--- src/rtl/ram_mailbox_pkg.sv ---
// ram_mailbox_pkg
//   Shared definitions for the HPS<->fabric mailbox held in the 4-word
//   "ramteste" dual-port RAM: word addresses, CTRL/STATUS bit positions
//   and the sequencer state encoding.
//   No ports (package).

package ram_mailbox_pkg;

    // Mailbox word addresses
    localparam logic [1:0] ADDR_CTRL   = 2'd0;
    localparam logic [1:0] ADDR_DATA   = 2'd1;
    localparam logic [1:0] ADDR_RESULT = 2'd2;
    localparam logic [1:0] ADDR_STATUS = 2'd3;

    // CTRL word bits
    localparam int CTRL_START_BIT = 0;
    localparam int CTRL_CLEAR_BIT = 1;

    // STATUS word layout
    localparam int STAT_DONE_BIT  = 0;
    localparam int STAT_COUNT_LSB = 16;

    typedef enum logic [3:0] {
        S_IDLE,
        S_RD_CTRL,
        S_WAIT_C,
        S_RD_DATA,
        S_WAIT_D,
        S_CALC,
        S_WR_RES,
        S_WR_STAT,
        S_WR_CTRL,
        S_GAP
    } state_t;

endpackage

--- src/rtl/mavg_core.sv ---
// mavg_core
//   TAPS-point moving average of signed 16-bit samples: a history shift
//   register plus a running sum, divided by TAPS with an arithmetic shift
//   (floor rounding).
//   Ports:
//     clk      in   clock
//     rst_n    in   asynchronous active-low reset (clears history and sum)
//     clr      in   with valid_in: discard history before absorbing x_in
//     valid_in in   absorb x_in this cycle
//     x_in     in   16-bit signed sample
//     y_out    out  16-bit signed average of the last TAPS samples

module mavg_core #(
    parameter int TAPS = 4
) (
    input  logic        clk,
    input  logic        rst_n,
    input  logic        clr,
    input  logic        valid_in,
    input  logic [15:0] x_in,
    output logic [15:0] y_out
);

    localparam int SH    = $clog2(TAPS);
    localparam int SUM_W = 16 + SH;

    logic signed [15:0]      hist_p0 [TAPS];
    logic signed [SUM_W-1:0] sum_p0;
    logic signed [SUM_W-1:0] sum_nxt;
    logic signed [SUM_W-1:0] sum_base;
    logic signed [SUM_W-1:0] x_ext;
    logic signed [SUM_W-1:0] old_ext;

    // A clear zeroes history and sum before the new sample goes in, so
    // the oldest tap and the base sum are forced to zero here.
    always_comb begin
        x_ext    = {{SH{x_in[15]}}, x_in};
        old_ext  = clr ? '0 : {{SH{hist_p0[TAPS-1][15]}}, hist_p0[TAPS-1]};
        sum_base = clr ? '0 : sum_p0;
        sum_nxt  = sum_base + x_ext - old_ext;
    end

    always_ff @(posedge clk or negedge rst_n) begin
        if (!rst_n) begin
            for (int i = 0; i < TAPS; i++) hist_p0[i] <= '0;
            sum_p0 <= '0;
        end else if (valid_in) begin
            hist_p0[0] <= x_in;
            for (int i = 1; i < TAPS; i++) hist_p0[i] <= clr ? '0 : hist_p0[i-1];
            sum_p0 <= sum_nxt;
        end
    end

    // Dropping the low SH bits of the sum is the floor arithmetic shift;
    // the remaining 16 bits always hold the average without overflow.
    assign y_out = sum_p0[SUM_W-1:SH];

endmodule

--- src/rtl/ram_mailbox_mavg.sv ---
// ram_mailbox_mavg
//   Fabric side of a polled mailbox in the "ramteste" RAM (port s2). Polls
//   CTRL; on START reads DATA_IN, runs it through a TAPS-point moving
//   average, writes RESULT and STATUS, then clears CTRL.
//   Ports:
//     clk_clk         in   system clock
//     reset_reset_n   in   asynchronous active-low reset
//     enable          in   polling allowed (sampled in IDLE)
//     ram_address     out  s2 word address
//     ram_chipselect  out  s2 access strobe (one cycle per access)
//     ram_clken       out  s2 clock enable, equals chipselect
//     ram_write       out  s2 write strobe
//     ram_writedata   out  s2 write data
//     ram_byteenable  out  4'hF during any access
//     ram_readdata    in   s2 read data, valid RD_LAT cycles after a read
//     busy            out  sequencer is in a transaction
//     done_pulse      out  one cycle while CTRL is being cleared

module ram_mailbox_mavg
    import ram_mailbox_pkg::*;
#(
    parameter int TAPS     = 4,
    parameter int RD_LAT   = 1,
    parameter int POLL_GAP = 16
) (
    input  logic        clk_clk,
    input  logic        reset_reset_n,
    input  logic        enable,
    output logic [1:0]  ram_address,
    output logic        ram_chipselect,
    output logic        ram_clken,
    output logic        ram_write,
    output logic [31:0] ram_writedata,
    output logic [3:0]  ram_byteenable,
    input  logic [31:0] ram_readdata,
    output logic        busy,
    output logic        done_pulse
);

    localparam int TMR_W = $clog2(POLL_GAP + RD_LAT + 1);

    // Reset asserts immediately, releases two clocks later in step with clk.
    logic [1:0] rst_sync;
    logic       rst_n;

    always_ff @(posedge clk_clk or negedge reset_reset_n) begin
        if (!reset_reset_n) rst_sync <= 2'b00;
        else                rst_sync <= {rst_sync[0], 1'b1};
    end
    assign rst_n = rst_sync[1];

    state_t             state_q, state_d;
    logic [TMR_W-1:0]   tmr_q;
    logic               clr_p0;
    logic [15:0]        sample_p0;
    logic [15:0]        cnt_q;
    logic [15:0]        y_p1;
    logic               wait_last;
    logic               gap_last;
    logic               cs, wr;
    logic [1:0]         addr;
    logic [31:0]        wdata;
    logic               unused_rd;

    assign unused_rd = ^ram_readdata[31:16];
    assign wait_last = (tmr_q == TMR_W'(RD_LAT - 1));
    assign gap_last  = (tmr_q == TMR_W'(POLL_GAP - 1));

    // Sequencer state, wait timer, captured mailbox words and counter
    always_ff @(posedge clk_clk or negedge rst_n) begin
        if (!rst_n) begin
            state_q   <= S_IDLE;
            tmr_q     <= '0;
            clr_p0    <= 1'b0;
            sample_p0 <= '0;
            cnt_q     <= '0;
        end else begin
            state_q <= state_d;
            tmr_q   <= (state_d != state_q) ? '0 : tmr_q + 1'b1;
            if (state_q == S_WAIT_C && wait_last)
                clr_p0 <= ram_readdata[CTRL_CLEAR_BIT];
            if (state_q == S_WAIT_D && wait_last)
                sample_p0 <= ram_readdata[15:0];
            if (state_q == S_CALC)
                cnt_q <= cnt_q + 16'd1;
        end
    end

    // Average stage: updated at the end of CALC, read back in WR_RES
    mavg_core #(.TAPS(TAPS)) u_mavg (
        .clk      (clk_clk),
        .rst_n    (rst_n),
        .clr      (clr_p0),
        .valid_in (state_q == S_CALC),
        .x_in     (sample_p0),
        .y_out    (y_p1)
    );

    always_comb begin
        state_d = state_q;
        cs      = 1'b0;
        wr      = 1'b0;
        addr    = ADDR_CTRL;
        wdata   = '0;
        case (state_q)
            S_IDLE:    if (enable) state_d = S_RD_CTRL;
            S_RD_CTRL: begin
                cs      = 1'b1;
                addr    = ADDR_CTRL;
                state_d = S_WAIT_C;
            end
            S_WAIT_C:  if (wait_last)
                state_d = ram_readdata[CTRL_START_BIT] ? S_RD_DATA : S_GAP;
            S_RD_DATA: begin
                cs      = 1'b1;
                addr    = ADDR_DATA;
                state_d = S_WAIT_D;
            end
            S_WAIT_D:  if (wait_last) state_d = S_CALC;
            S_CALC:    state_d = S_WR_RES;
            S_WR_RES: begin
                cs      = 1'b1;
                wr      = 1'b1;
                addr    = ADDR_RESULT;
                wdata   = {{16{y_p1[15]}}, y_p1};
                state_d = S_WR_STAT;
            end
            S_WR_STAT: begin
                cs      = 1'b1;
                wr      = 1'b1;
                addr    = ADDR_STATUS;
                wdata   = '0;
                wdata[STAT_COUNT_LSB +: 16] = cnt_q;
                wdata[STAT_DONE_BIT]        = 1'b1;
                state_d = S_WR_CTRL;
            end
            S_WR_CTRL: begin
                cs      = 1'b1;
                wr      = 1'b1;
                addr    = ADDR_CTRL;
                state_d = S_GAP;
            end
            S_GAP:     if (gap_last) state_d = S_IDLE;
            default:   state_d = S_IDLE;
        endcase
    end

    // Outputs decode straight from state so reset clears them at once.
    assign ram_chipselect = cs;
    assign ram_clken      = cs;
    assign ram_write      = wr;
    assign ram_address    = addr;
    assign ram_writedata  = wdata;
    assign ram_byteenable = cs ? 4'hF : 4'h0;
    assign busy           = (state_q != S_IDLE) && (state_q != S_GAP);
    assign done_pulse     = (state_q == S_WR_CTRL);

endmodule

--- config.mk ---
export PLATFORM = sky130hd
export DESIGN_NAME = ram_mailbox_mavg
export DESIGN_NICKNAME = d
export VERILOG_FILES = /design/src/rtl/ram_mailbox_pkg.sv /design/src/rtl/mavg_core.sv /design/src/rtl/ram_mailbox_mavg.sv
export SDC_FILE = /design/constraint.sdc
export NUM_CORES = 1
export LEC_CHECK = 0
export CORE_MARGIN = 5
export CORE_UTILIZATION = 25
export DETAILED_ROUTE_END_ITERATION = 7
export GPL_TIMING_DRIVEN = 0
export PLACE_DENSITY = 0.47
export SLEW_MARGIN = 20
export SYNTH_ARGS = -nofsm -noshare
export SYNTH_HDL_FRONTEND = slang
export SYNTH_HIERARCHICAL = 1
export SYNTH_SLANG_ARGS = --single-unit
export TNS_END_PERCENT = 1
--- constraint.sdc ---
create_clock -name clk_clk -period 4.3 [get_ports clk_clk]
set_input_delay 0.86 -clock clk_clk [delete_from_list [all_inputs] [get_ports clk_clk]]
set_output_delay 0.86 -clock clk_clk [all_outputs]
set_load 0.005 [all_outputs]
# [Word level (Yosys, flattened, before mapping)]
# Index checks and enable logic that the tools add are counted.
[classes] muxes=17 reduce_logical=8 eq_ne=12 n_addsub=4
[op_table] operator="one-hot mux 32 bit (2 select lines)" n=1
[op_table] operator="two-way mux 16 bit" n=3
[op_table] operator="one-hot mux 4 bit (10 select lines)" n=1
[op_table] operator="two-way mux 18 bit" n=2
[op_table] operator="two-way mux 4 bit" n=6
[op_table] operator="adder 18 x 16 -> 18 bit" n=1
[op_table] operator="subtractor 18 bit" n=1
[op_table] operator="adder 16 x 1 -> 16 bit, second input constant" n=1
[op_table] operator="== test 4 x 3 -> 1 bit, second input constant" n=4
[op_table] operator="== test 4 x 2 -> 1 bit, second input constant" n=2
[op_table] operator="== test 4 bit, second input constant" n=2
[op_table] operator="one-hot mux 2 bit (3 select lines)" n=1
[op_table] operator="adder 5 x 1 -> 5 bit, second input constant" n=1
[op_table] operator="== test 5 x 4 -> 1 bit, second input constant" n=1
[op_table] operator="zero test 5 bit" n=1
[op_table] operator="two-way mux 5 bit" n=1
[op_table] operator="OR reduction 5 bit" n=1
[op_table] operator="== test 4 x 1 -> 1 bit, second input constant" n=1
[op_table] operator="zero test 4 bit" n=1
[op_table] operator="inequality test 4 bit" n=1
[op_table] operator="inequality test 4 bit, second input constant" n=1
[op_table] operator="nonzero test 4 bit" n=1
[op_table] operator="logical AND 1 bit" n=3
[op_table] operator="OR reduction 3 bit" n=1
[op_table] operator="two-way mux 1 bit" n=2
[word_totals] ff_bits=126 in_bits=35

# [Longest topological paths before layout]
[logic_depth] depth_word=5 ltp_mapped=16

# [By module]
# Netlist, hierarchy kept.
[by_module_without_submodules] mod="mavg_core" instances=1 seq_area_each_um2=2052.0 area_per_inst_um2=4933.5 cells_per_inst=507
[by_module_without_submodules] mod="ram_mailbox_mavg" instances=1 seq_area_each_um2=1101.1 area_per_inst_um2=2304.7 cells_per_inst=235

# [Worst setup path before layout]
# Ideal clock, no wire load.
[synth_path] path_kind="register to register" startpoint="reg clr_p0" endpoint="reg u_mavg.sum_p0[17]" path_buffers=2 setup_time_ns=0.123 arrival_time_ns=3.386 synth_period_minus_slack_ns=3.509 path_stages_with_launch=15 slack_ns=0.791 path_cell_list="dfrtp_1 -> buf_2 -> buf_1 -> nor2_1 -> fa_1 -> inv_1 -> ha_1 -> a211oi_2 -> o21ai_2 -> a2111oi_4 -> o221ai_2 -> o211ai_2 -> mux2i_1 -> o31ai_2 -> o2bb2ai_1"
[synth_between] elab_chain_len=3 word_cells_on_any_way=4 classes_between="add/sub: 2; mux: 2"
[synth_lines] item="start, declared" line_no="ram_mailbox_mavg.sv:54" rtl="logic clr_p0;"
[synth_lines] item="start signal, assigned" line_no="ram_mailbox_mavg.sv:81" rtl="clr_p0 <= ram_readdata[CTRL_CLEAR_BIT];"
[synth_lines] item="two-way mux 18 bit" line_no="mavg_core.sv:39" rtl="sum_base = clr ? '0 : sum_p0;"
[synth_lines] item="adder 18 x 16 -> 18 bit" line_no="mavg_core.sv:40" rtl="sum_nxt = sum_base + x_ext - old_ext;"
[synth_lines] item="subtractor 18 bit *" line_no="mavg_core.sv:40"
[synth_lines] item="end signal, assigned" line_no="mavg_core.sv:50" rtl="sum_p0 <= sum_nxt;"
[synth_lines] item="end, declared" line_no="mavg_core.sv:28" rtl="logic signed [SUM_W-1:0] sum_p0;"
# Mark *: on every way between the ends. The rest lies on a longest branch, timed or not.
# A chain may end at the register's enable or synchronous reset.

# [Worst setup path in the final report]
# Same ends and word-level chain as after synthesis.

==> flow_results.xml <==
<?xml version="1.0" encoding="UTF-8"?>
<metrics>
  <group name="pwr">
    <metric name="cell_leakage_power" unit="nW">4.01</metric>
    <metric name="sequentialPowerShare" unit="%">24.0</metric>
    <metric name="power.density" unit="nW/µm²">916</metric>
    <metric name="ir_worst_vdd" unit="mV">0.313</metric>
    <metric name="p_switching" unit="mW">3.43</metric>
    <metric name="sw_frac_of_total" unit="%">41.7</metric>
    <metric name="combinational_power_share" unit="%">57.9</metric>
    <metric name="p_int" unit="mW">4.80</metric>
    <metric name="p_clk_share" unit="%">18.1</metric>
  </group>
  <group name="global_routing">
    <metric name="antenna_violations_before_repair" unit="">0</metric>
    <metric name="grt_max_degree" unit="">51</metric>
    <metric name="global_route_wire_length_before_repair" unit="mm">30.1</metric>
    <metric name="overall_fraction_of_global_route_tracks_in_use" unit="%">11.7</metric>
    <metric name="grt.overflow.total" unit="">0</metric>
    <metric name="number_of_global_route_vias_before_repair" unit="">5406</metric>
  </group>
  <group name="placed_design">
    <metric name="port_buffers" unit="">61</metric>
    <metric name="placed_cells_incl_taps" unit="">1189</metric>
    <metric name="dp_worst_setup_slack" unit="ns">0.130</metric>
    <metric name="gp_congestion" unit="">0.769</metric>
    <metric name="place_hpwl" unit="mm">13.5</metric>
  </group>
  <group name="routing">
    <metric name="drc" unit="">0</metric>
    <metric name="initial_drt_pass_iterations" unit="">4</metric>
    <metric name="drt_iter0_drc" unit="">245</metric>
    <metric name="routed_wl" unit="mm">18.2</metric>
    <metric name="postRouteAntennaNets" unit="">0</metric>
    <metric name="routed-via-count" unit="">5215</metric>
    <metric name="avgViaCountPerCell" unit="">4.28</metric>
    <metric name="wire_per_inst" unit="µm">14.9</metric>
  </group>
  <group name="sta">
    <metric name="hold_ws" unit="ns">0.306</metric>
    <metric name="setup-tns-final" unit="ns">0</metric>
    <metric name="setup_violations" unit="">0</metric>
    <metric name="max_slew.worst_pin.slew" unit="ns">0.891</metric>
    <metric name="rsz0062_at_grt" unit="">false</metric>
    <metric name="final.min_clock_period" unit="ns">3.98</metric>
    <metric name="timing.final.hold_violations" unit="">0</metric>
    <metric name="maxSlewViolCount" unit="">0</metric>
    <metric name="final_min_period_over_clock_period" unit="%">92.5</metric>
    <metric name="maximum_frequency_from_static_timing_analysis" unit="MHz">252</metric>
    <metric name="setup_slack" unit="ns">0.324</metric>
    <metric name="final.setup_skew" unit="ns">0.0123</metric>
    <metric name="max_slew_margin" unit="%">40.6</metric>
  </group>
  <group name="clock_tree">
    <metric name="cts_max_level" unit="">4</metric>
    <metric name="worstSkewPairLatency" unit="ns">0.42</metric>
    <metric name="tritoncts" unit="">done</metric>
    <metric name="cts_post_setup_buffers_inserted" unit="">0</metric>
    <metric name="clkSlewWorstSetupHoldPaths" unit="ns">0.06</metric>
    <metric name="cts_repair_resize_count" unit="">0</metric>
    <metric name="ctsHoldBuffers" unit="">0</metric>
    <metric name="clock_sinks" unit="">126</metric>
    <metric name="cts-root-buf" unit="">clkbuf_16</metric>
    <metric name="cts_buffer_depth" unit="">2</metric>
    <metric name="cts-buffers-inserted" unit="">17</metric>
  </group>
  <group name="logic_synthesis">
    <metric name="synth_top_family_by_area" unit="">simple AND/OR/NAND/NOR gates</metric>
    <metric name="synth-adder-area-share" unit="%">8.68</metric>
    <metric name="synth_area_leaders" unit="">dfrtp_1, mux2_2, inv_1</metric>
    <metric name="yosys-mux-area-fraction" unit="%">6.81</metric>
    <metric name="number_of_flops_mapped_to_enable_cells_by_yosys" unit="">0</metric>
    <metric name="syn-instance-count" unit="">742</metric>
    <metric name="synth_top_cell_by_area" unit="">dfrtp_1</metric>
    <metric name="synth-simple-area-share" unit="%">17.6</metric>
    <metric name="yosysTopAreaCellShare" unit="%">43.6</metric>
    <metric name="synth_ff_type" unit="">dfrtp_1</metric>
    <metric name="postSynth.asyncResetShare" unit="%">100</metric>
    <metric name="post_synth.cell_area_avg" unit="µm²">9.75</metric>
    <metric name="syn-num-nets" unit="">817</metric>
    <metric name="synth_seq_area_share" unit="%">43.6</metric>
    <metric name="synth_xor_area_share" unit="%">3.51</metric>
    <metric name="netlist-cell-type-count" unit="">64</metric>
    <metric name="synth_compound_area_share" unit="%">10.7</metric>
    <metric name="ys_ff_latch" unit="">126</metric>
    <metric name="post_synthesis_instance_area" unit="µm²">7240</metric>
    <metric name="yosys_warnings" unit="">6</metric>
  </group>
  <group name="floorplanning">
    <metric name="die_h" unit="µm">180</metric>
    <metric name="design.die.area" unit="µm²">32500</metric>
    <metric name="initial_core_util" unit="%">25.3</metric>
    <metric name="io-pin-count" unit="">78</metric>
    <metric name="core.rowCount" unit="">62</metric>
    <metric name="die_w" unit="µm">180</metric>
    <metric name="coreArea" unit="µm²">28600</metric>
  </group>
  <group name="final_layout">
    <metric name="layout.cells.most_common" unit="">dfrtp_1</metric>
    <metric name="design.final.nets" unit="">899</metric>
    <metric name="final-instance-count-excl-fill" unit="">1219</metric>
    <metric name="final.fill_count" unit="">3014</metric>
    <metric name="diodes" unit="">0</metric>
    <metric name="drive_gt1_share" unit="%">13.8</metric>
    <metric name="areaGrowthSynthToFinish" unit="%">24.1</metric>
    <metric name="seqCellArea" unit="µm²">3160</metric>
    <metric name="mostFrequentLayoutCells" unit="">dfrtp_1, inv_1, nand2_1</metric>
    <metric name="multi_input_comb_area" unit="µm²">3430</metric>
  </group>
  <group name="setup_path">
    <metric name="startpoint_type" unit="">register</metric>
    <metric name="arrival" unit="ns">4.28</metric>
    <metric name="timing.setup.critical_path_class" unit="">register to register</metric>
    <metric name="timing.critical_path.fanout_max" unit="">10</metric>
    <metric name="critical_path.endpoint_type" unit="">register</metric>
    <metric name="cp_data_required_time" unit="ns">4.60</metric>
  </group>
  <group name="flow_run">
    <metric name="maxCapViolCount" unit="">0</metric>
  </group>
  <group name="outcome">
    <metric name="status" unit="">complete, no violations</metric>
  </group>
  <group name="min_path">
    <metric name="holdCritPathClass" unit="">register to async pin</metric>
  </group>
</metrics>
## routing by layer
layer,wire length (µm),GRT usage [%]
met1,8910,16.3
met2,8200,18.0
met3,869,2.91
met4,179,3.36
met5,0,0
## power groups by stage
stage	sequential (mW)	combinational, mW	clock [mW]
6_report	1.97	4.76	1.49
4_1_cts	1.98	4.81	1.53
2_1_floorplan	1.87	3.62	0
3_3_place_gp	2.01	4.74	0
3_5_place_dp	2.00	4.78	0
5_1_grt	2.03	5.39	1.60
## logic make-up after synthesis
family,count (synthesis)
mux,44
xor+xnor,29
fa+ha+maj,40
compound gates,117
buf+inv,150
other cells,1
flops,126
simple gates,235
## cells in the mapped netlist, types with 6 or more instances
library cell / instances
nor2_1: 37
clkbuf_1: 19
mux2_2: 42
nor3_1: 9
nand3_1: 9
a21o_1: 6
xnor2_1: 16
xor2_1: 13
nand2b_1: 22
a21oi_1: 20
buf_1: 9
fa_1: 17
nand3b_1: 33
dfrtp_1: 126
ha_1: 23
inv_1: 94
nand4_1: 6
and2_1: 15
nor2b_1: 7
buf_4: 21
nand2_1: 75
o21ai_0: 41
o31ai_1: 15
## sequential cells by signal, summed over array words and instances, names as in the netlist
name and count:
clr_p0 1, cnt_q 16, rst_sync 2, sample_p0 16
state_q 4, tmr_q 5, u_mavg/hist_p0 64, u_mavg/sum_p0 18
## area by class of cell
| class | instances | share of cell area [%] |
|---|---|---|
| tap | 384 | 5.35 |
| buffer | 55 | 3.34 |
| clock buffer | 22 | 5.06 |
| timing repair buffer | 63 | 7.41 |
| multi-input combinational | 466 | 38.2 |
| sequential | 126 | 35.1 |
| inverter | 95 | 3.97 |
| clock inverter | 8 | 1.56 |
## through the flow
stage	power [mW]	utilization [%]	area, µm²
after floorplan	5.49	-	7240
after global placement	6.75	29.1	8330
after detailed placement	6.77	29.3	8390
after CTS	8.33	31.4	8980
after global routing	9.02	31.4	8980
final	8.23	31.4	8980
## critical path, stage by stage (launching register included)
cell	delay (ns)
dfrtp_1	0.37
buf_2	0.23
clkbuf_2	0.29
nor2_1	0.12
fa_1	0.57
inv_1	0.06
ha_1	0.32
a211oi_2	0.29
o21ai_2	0.14
a2111oi_4	0.45
o221ai_2	0.23
o211ai_2	0.25
mux2i_1	0.30
o31ai_2	0.08
o2bb2ai_1	0.15
## path summary, 6_finish.rpt
path,startpoint,end,slack (ns),cells after the start
setup / recovery,clr_p0,u_mavg/sum_p0[17],0.32,14
hold / removal,rst_sync[1],cnt_q[5],0.31,0
max in group asynchronous,rst_sync[1],u_mavg/hist_p0[11],3.35,1
setup reg to reg,clr_p0,u_mavg/sum_p0[17],0.32,14
hold reg to reg,rst_sync[1],cnt_q[5],0.31,0
min in group clk_clk,rst_sync[0],rst_sync[1],0.35,0
Note: power is estimated with default switching activity, not from simulation.
